===== src/rtl/signal_async_requester.sv =====
// signal_async_requester: accepts one command at a time and forwards its operand
// to a fixed-latency downstream incrementer with a one-cycle request strobe. The
// response is captured LATENCY cycles later and checked against operand+1. The
// result is then held until the consumer accepts it.
module signal_async_requester #(
  parameter int LATENCY = 2,   // legal range 1..15
  parameter int WIDTH   = 32
) (
  input  logic             clk,
  input  logic             reset,
  input  logic             cmd_valid,
  output logic             cmd_ready,
  input  logic [WIDTH-1:0] cmd_data,
  output logic             request,
  output logic [WIDTH-1:0] input_data,
  input  logic [WIDTH-1:0] final_resp,
  input  logic             final_resp_valid,
  output logic             out_valid,
  input  logic             out_ready,
  output logic [WIDTH-1:0] out_data,
  output logic             out_err,
  output logic             err_sticky,
  output logic [15:0]      txn_count
);

  typedef enum logic [1:0] {S_IDLE, S_ISSUE, S_WAIT, S_RESP} state_e;

  localparam logic [3:0] LOAD_CNT = 4'(LATENCY);

  state_e           state_q,      state_d;
  logic             request_q,    request_d;
  logic [WIDTH-1:0] input_data_q, input_data_d;
  logic [3:0]       wait_cnt_q,   wait_cnt_d;
  logic             out_valid_q,  out_valid_d;
  logic [WIDTH-1:0] out_data_q,   out_data_d;
  logic             out_err_q,    out_err_d;
  logic             err_sticky_q, err_sticky_d;
  logic [15:0]      txn_count_q,  txn_count_d;
  logic             resp_bad;

  // Response check; only consumed in the capture cycle, so X on the downstream
  // inputs at any other time never reaches a flop.
  always_comb begin
    resp_bad = !final_resp_valid || (final_resp != input_data_q + WIDTH'(1));
  end

  // Next-state and next-output computation for the transaction FSM.
  always_comb begin
    // NOTE: every _d starts from a default so no path through the case leaves it unassigned (no latch).
    state_d      = state_q;
    request_d    = 1'b0;
    input_data_d = input_data_q;
    wait_cnt_d   = wait_cnt_q;
    out_valid_d  = out_valid_q;
    out_data_d   = out_data_q;
    out_err_d    = out_err_q;
    err_sticky_d = err_sticky_q;
    txn_count_d  = txn_count_q;

    unique case (state_q)
      S_IDLE: begin
        if (cmd_valid) begin
          input_data_d = cmd_data;
          request_d    = 1'b1;         // strobe lands in the ISSUE cycle
          state_d      = S_ISSUE;
        end
      end
      S_ISSUE: begin
        wait_cnt_d = LOAD_CNT;
        state_d    = S_WAIT;
      end
      S_WAIT: begin
        wait_cnt_d = wait_cnt_q - 4'd1;
        if (wait_cnt_q == 4'd1) begin
          out_data_d   = final_resp;
          out_err_d    = resp_bad;
          err_sticky_d = err_sticky_q | resp_bad;
          out_valid_d  = 1'b1;
          state_d      = S_RESP;
        end
      end
      S_RESP: begin
        if (out_ready) begin
          out_valid_d = 1'b0;
          txn_count_d = txn_count_q + 16'd1;
          state_d     = S_IDLE;
        end
      end
      default: state_d = S_IDLE;
    endcase
  end

  // State and registered outputs; synchronous active-high reset aborts any transaction.
  always_ff @(posedge clk) begin
    if (reset) begin
      state_q      <= S_IDLE;
      request_q    <= 1'b0;
      input_data_q <= '0;
      wait_cnt_q   <= '0;
      out_valid_q  <= 1'b0;
      out_data_q   <= '0;
      out_err_q    <= 1'b0;
      err_sticky_q <= 1'b0;
      txn_count_q  <= '0;
    end else begin
      // NOTE: non-blocking so every flop samples pre-edge values regardless of statement order.
      state_q      <= state_d;
      request_q    <= request_d;
      input_data_q <= input_data_d;
      wait_cnt_q   <= wait_cnt_d;
      out_valid_q  <= out_valid_d;
      out_data_q   <= out_data_d;
      out_err_q    <= out_err_d;
      err_sticky_q <= err_sticky_d;
      txn_count_q  <= txn_count_d;
    end
  end

  assign cmd_ready  = (state_q == S_IDLE) && !reset;
  assign request    = request_q;
  assign input_data = input_data_q;
  assign out_valid  = out_valid_q;
  assign out_data   = out_data_q;
  assign out_err    = out_err_q;
  assign err_sticky = err_sticky_q;
  assign txn_count  = txn_count_q;

endmodule

===== config.mk =====
export PLATFORM = sky130hd
export DESIGN_NAME = signal_async_requester
export DESIGN_NICKNAME = d
export VERILOG_FILES = /design/src/rtl/signal_async_requester.sv
export SDC_FILE = /design/constraint.sdc
export NUM_CORES = 1
export LEC_CHECK = 0
export ABC_AREA = 1
export CAP_MARGIN = 20
export CORE_MARGIN = 2
export CORE_UTILIZATION = 36
export DETAILED_ROUTE_END_ITERATION = 8
export DONT_BUFFER_PORTS = 1
export GPL_TIMING_DRIVEN = 0
export HOLD_SLACK_MARGIN = 0.1
export PLACE_DENSITY_LB_ADDON = 0.12
export SETUP_SLACK_MARGIN = 0.3
export SLEW_MARGIN = 20
export SYNTH_ARGS = -nofsm -noshare
export SYNTH_HDL_FRONTEND = slang
export SYNTH_SLANG_ARGS = --single-unit

===== constraint.sdc =====
create_clock -name clk -period 2.5 [get_ports clk]
set_input_delay 0.375 -clock clk [delete_from_list [all_inputs] [get_ports clk]]
set_output_delay 0.375 -clock clk [all_outputs]
set_load 0.03 [all_outputs]

==> results.ini <==
[setup_path]
crit_type=flop to flop
critical_path.max_fanout=5
crit_slowest_cell=dfxtp_4
crit_path_cell_trace=ha_4 -> nand2_4 -> nor2_4 -> nand2_2 -> buf_4 -> nand2_1 -> nand2_1 -> nand2_1 -> nand4_1 -> nor2_2 -> nand3_2 -> nor2_1 -> nand2_2 -> nand2_4 -> a21oi_2
max_stage_delay_ns=0.44
r2r-start=input_data[1]
timing.rr.end=out_err
cp.buffers_inverters=1
critPathTopFamily=simple AND/OR/NAND/NOR gates
r2r_cells=15
crit_top_cell=nand2_1
startpoint_type=flop
cp.arrival_ns=2.37
worst_ep_required_time_ns=2.72
r2r_setup_slack_ns=0.35
cp-end-kind=flop

[global_routing]
gr-total-overflow=0
track_usage_pct=22.8
grt_pass1_vias=4599
grt_pass1_wl_um=25000
grt_antenna_before_repair=2
grt_max_degree=15

[detailed_routing]
drcViolationCount=0
drtAntennaViolNets=0
vias_per_cell=5.09
drtIter0Drc=202
wl_um=16300
routedWlPerCell_um=17.1
first_pass_iters=5
num_vias=4845

[cells_and_area]
drive_gt1_share_pct=12.8
multiInputGateArea_um2=2790
final_cell_mix=nand2_1, nor2_1, inv_1, o21ai_0, dfxtp_1
final_util_pct=42.8
mostFrequentLayoutCell=nand2_1
final_cells=952
nFillCells=1441
seq_area_um2=1890
syn2layout_area_growth_pct=16.7
final_nets=847

[die]
io-pin-count=154
coreArea_um2=13100
fp.dieW_um=120
die_area_um2=14300
start_util_pct=36.6
die_h_um=120
fp-row-count=42

[power_and_ir_drop]
leakage_nw=2.32
power_density_nw_per_um2=877
ir_drop_mv=0.450

[clocking]
clockRootBuffer=clkbuf_16
cts_tree=done
htreeDepth=3
cts_max_path_buffers=2
cts_sinks=90
cts_made_buffers=9
insertion_delay_ns=0.36
clk_pin_slew_ns=0.07

[synth]
synth-seq-cells=90
yosysWarningCount=0
synth_top_area_cell=dfxtp_1
synth_top_area_share_pct=37.4
syn_inst=750
seq_area_frac_synth_pct=37.4
synth_area_leaders=dfxtp_1, nand2_1, nor2_1
syn-cell-area_um2=4810
synth_nets=827
syn_avg_cell_area_um2=6.42
synth_cell_types=29

[sta]
setup_viol=0
post-route-period-util_pct=86.0
relSlewSlack_pct=59.5
whs_ns=0.154
fmax_ghz=0.465
final-hold-violation-count=0
skew_ns=0.00729
fin_tns_setup_ns=0
period_minus_slack_ns=2.15
rsz0062_at_grt=yes
maxSlewViolCount=0
tightestPinTransition_ns=0.608

[outcome]
status=completed

[placement]
placedCellCount=926
dp.final_hpwl_um=12800
portBuffers=0
globalplace.congestion=0.908

[hold_path]
min_path_type=input pin to flop
whs_endpoint=out_data[22]
hold_path_depth=2
hp-start=final_resp[22]

[run]
drv_cap=0

## cell type report
type | instances | area share (%)
multi-input cells | 560 | 49.6
flip-flops and latches | 90 | 33.6
inverters | 79 | 5.28
clock buffers | 11 | 4.32
well taps | 176 | 3.92
plain buffers | 21 | 1.43
repair buffers | 9 | 1.25
clock inverters | 5 | 0.535
diodes | 1 | 0.0445
## cells by family (layout without fill, tap and decap cells)
group                      after synthesis  after routing  share of synthesized area (%)
and+or+nand+nor                        404            404                           35.5
AOI/OAI and AO/OA                      129            129                           13.8
buffers and inverters                  100            125                           7.80
DFF                                     90             90                           37.4
xor gates and xnor gates                19             19                           3.46
adders and majority gates                8              8                           2.08
other                                    0              1                              0
## synth_stat cells
library cell / instances
xor2_1: 9
nor3_1: 11
a21oi_1: 45
dfxtp_1: 90
nand2_1: 174
clkbuf_1: 19
o21bai_1: 2
o21a_1: 2
xnor2_1: 10
nor3b_1: 2
nor3_2: 1
or2_2: 2
nand3b_1: 5
nor2_4: 4
nand2_2: 3
a31oi_1: 2
buf_1: 2
inv_1: 78
o21ai_0: 77
a221oi_1: 1
nand4_1: 7
ha_1: 8
nand4_2: 1
and2_1: 3
clkinv_1: 1
and3_1: 2
nor2_1: 145
nor2_2: 6
nand3_1: 38
## worst max-delay path by stage
| stage | startpoint | end | slack [ns] | depth (start not counted) |
|---|---|---|---|---|
| after global placement | input_data[1] | err_sticky | -0.09 | 14 |
| after global routing | input_data[1] | err_sticky | 0.18 | 16 |
| after detailed placement | input_data[1] | err_sticky | -0.14 | 16 |
| after CTS | input_data[20] | out_err | 0.30 | 15 |
| final | input_data[1] | out_err | 0.35 | 15 |
| after floorplan | input_data[0] | err_sticky | 0.40 | 14 |
## where the power goes
part / switching, mW / internal (mW)
clock: 0.589 / 0.696
combinational: 0.755 / 0.408
sequential: 0.748 / 1.73
total: 2.09 / 2.84
## metal layers
| metal | up-vias | global-route usage, % | part of all wire [%] |
|---|---|---|---|
| li1 | 2439 | - | - |
| met1 | 2226 | 26.9 | 41 |
| met2 | 155 | 37.6 | 47 |
| met3 | 25 | 7.98 | 9.6 |
| met4 | 0 | 9.85 | 2.6 |
| met5 | - | 0 | 0 |
## state kept, by name (all words and copies together) (netlist names)
signal,cells
err_sticky,1
input_data,32
out_data,32
out_err,1
out_valid,1
request,1
state_q,2
txn_count,16
wait_cnt_q,4
## per-stage QoR
step	total power, mW	setup slack (ns)	cell area [um2]
floorplan	3.18	0.396	4810
global placement	3.53	-0.0939	5030
detailed placement	3.57	-0.139	5030
CTS	4.91	0.303	5430
global route	5.24	0.184	5620
finish	4.93	0.349	5620
## what timing repair did
item                                    CTS  global route
gates resized for setup                  41            52
hold buffers                              1             0
pin swaps                                 5            15
setup buffers                             3             5
endpoints found under the hold margin     1             0
endpoints found under the setup margin    6             6
(Power assumes the default switching activity.)
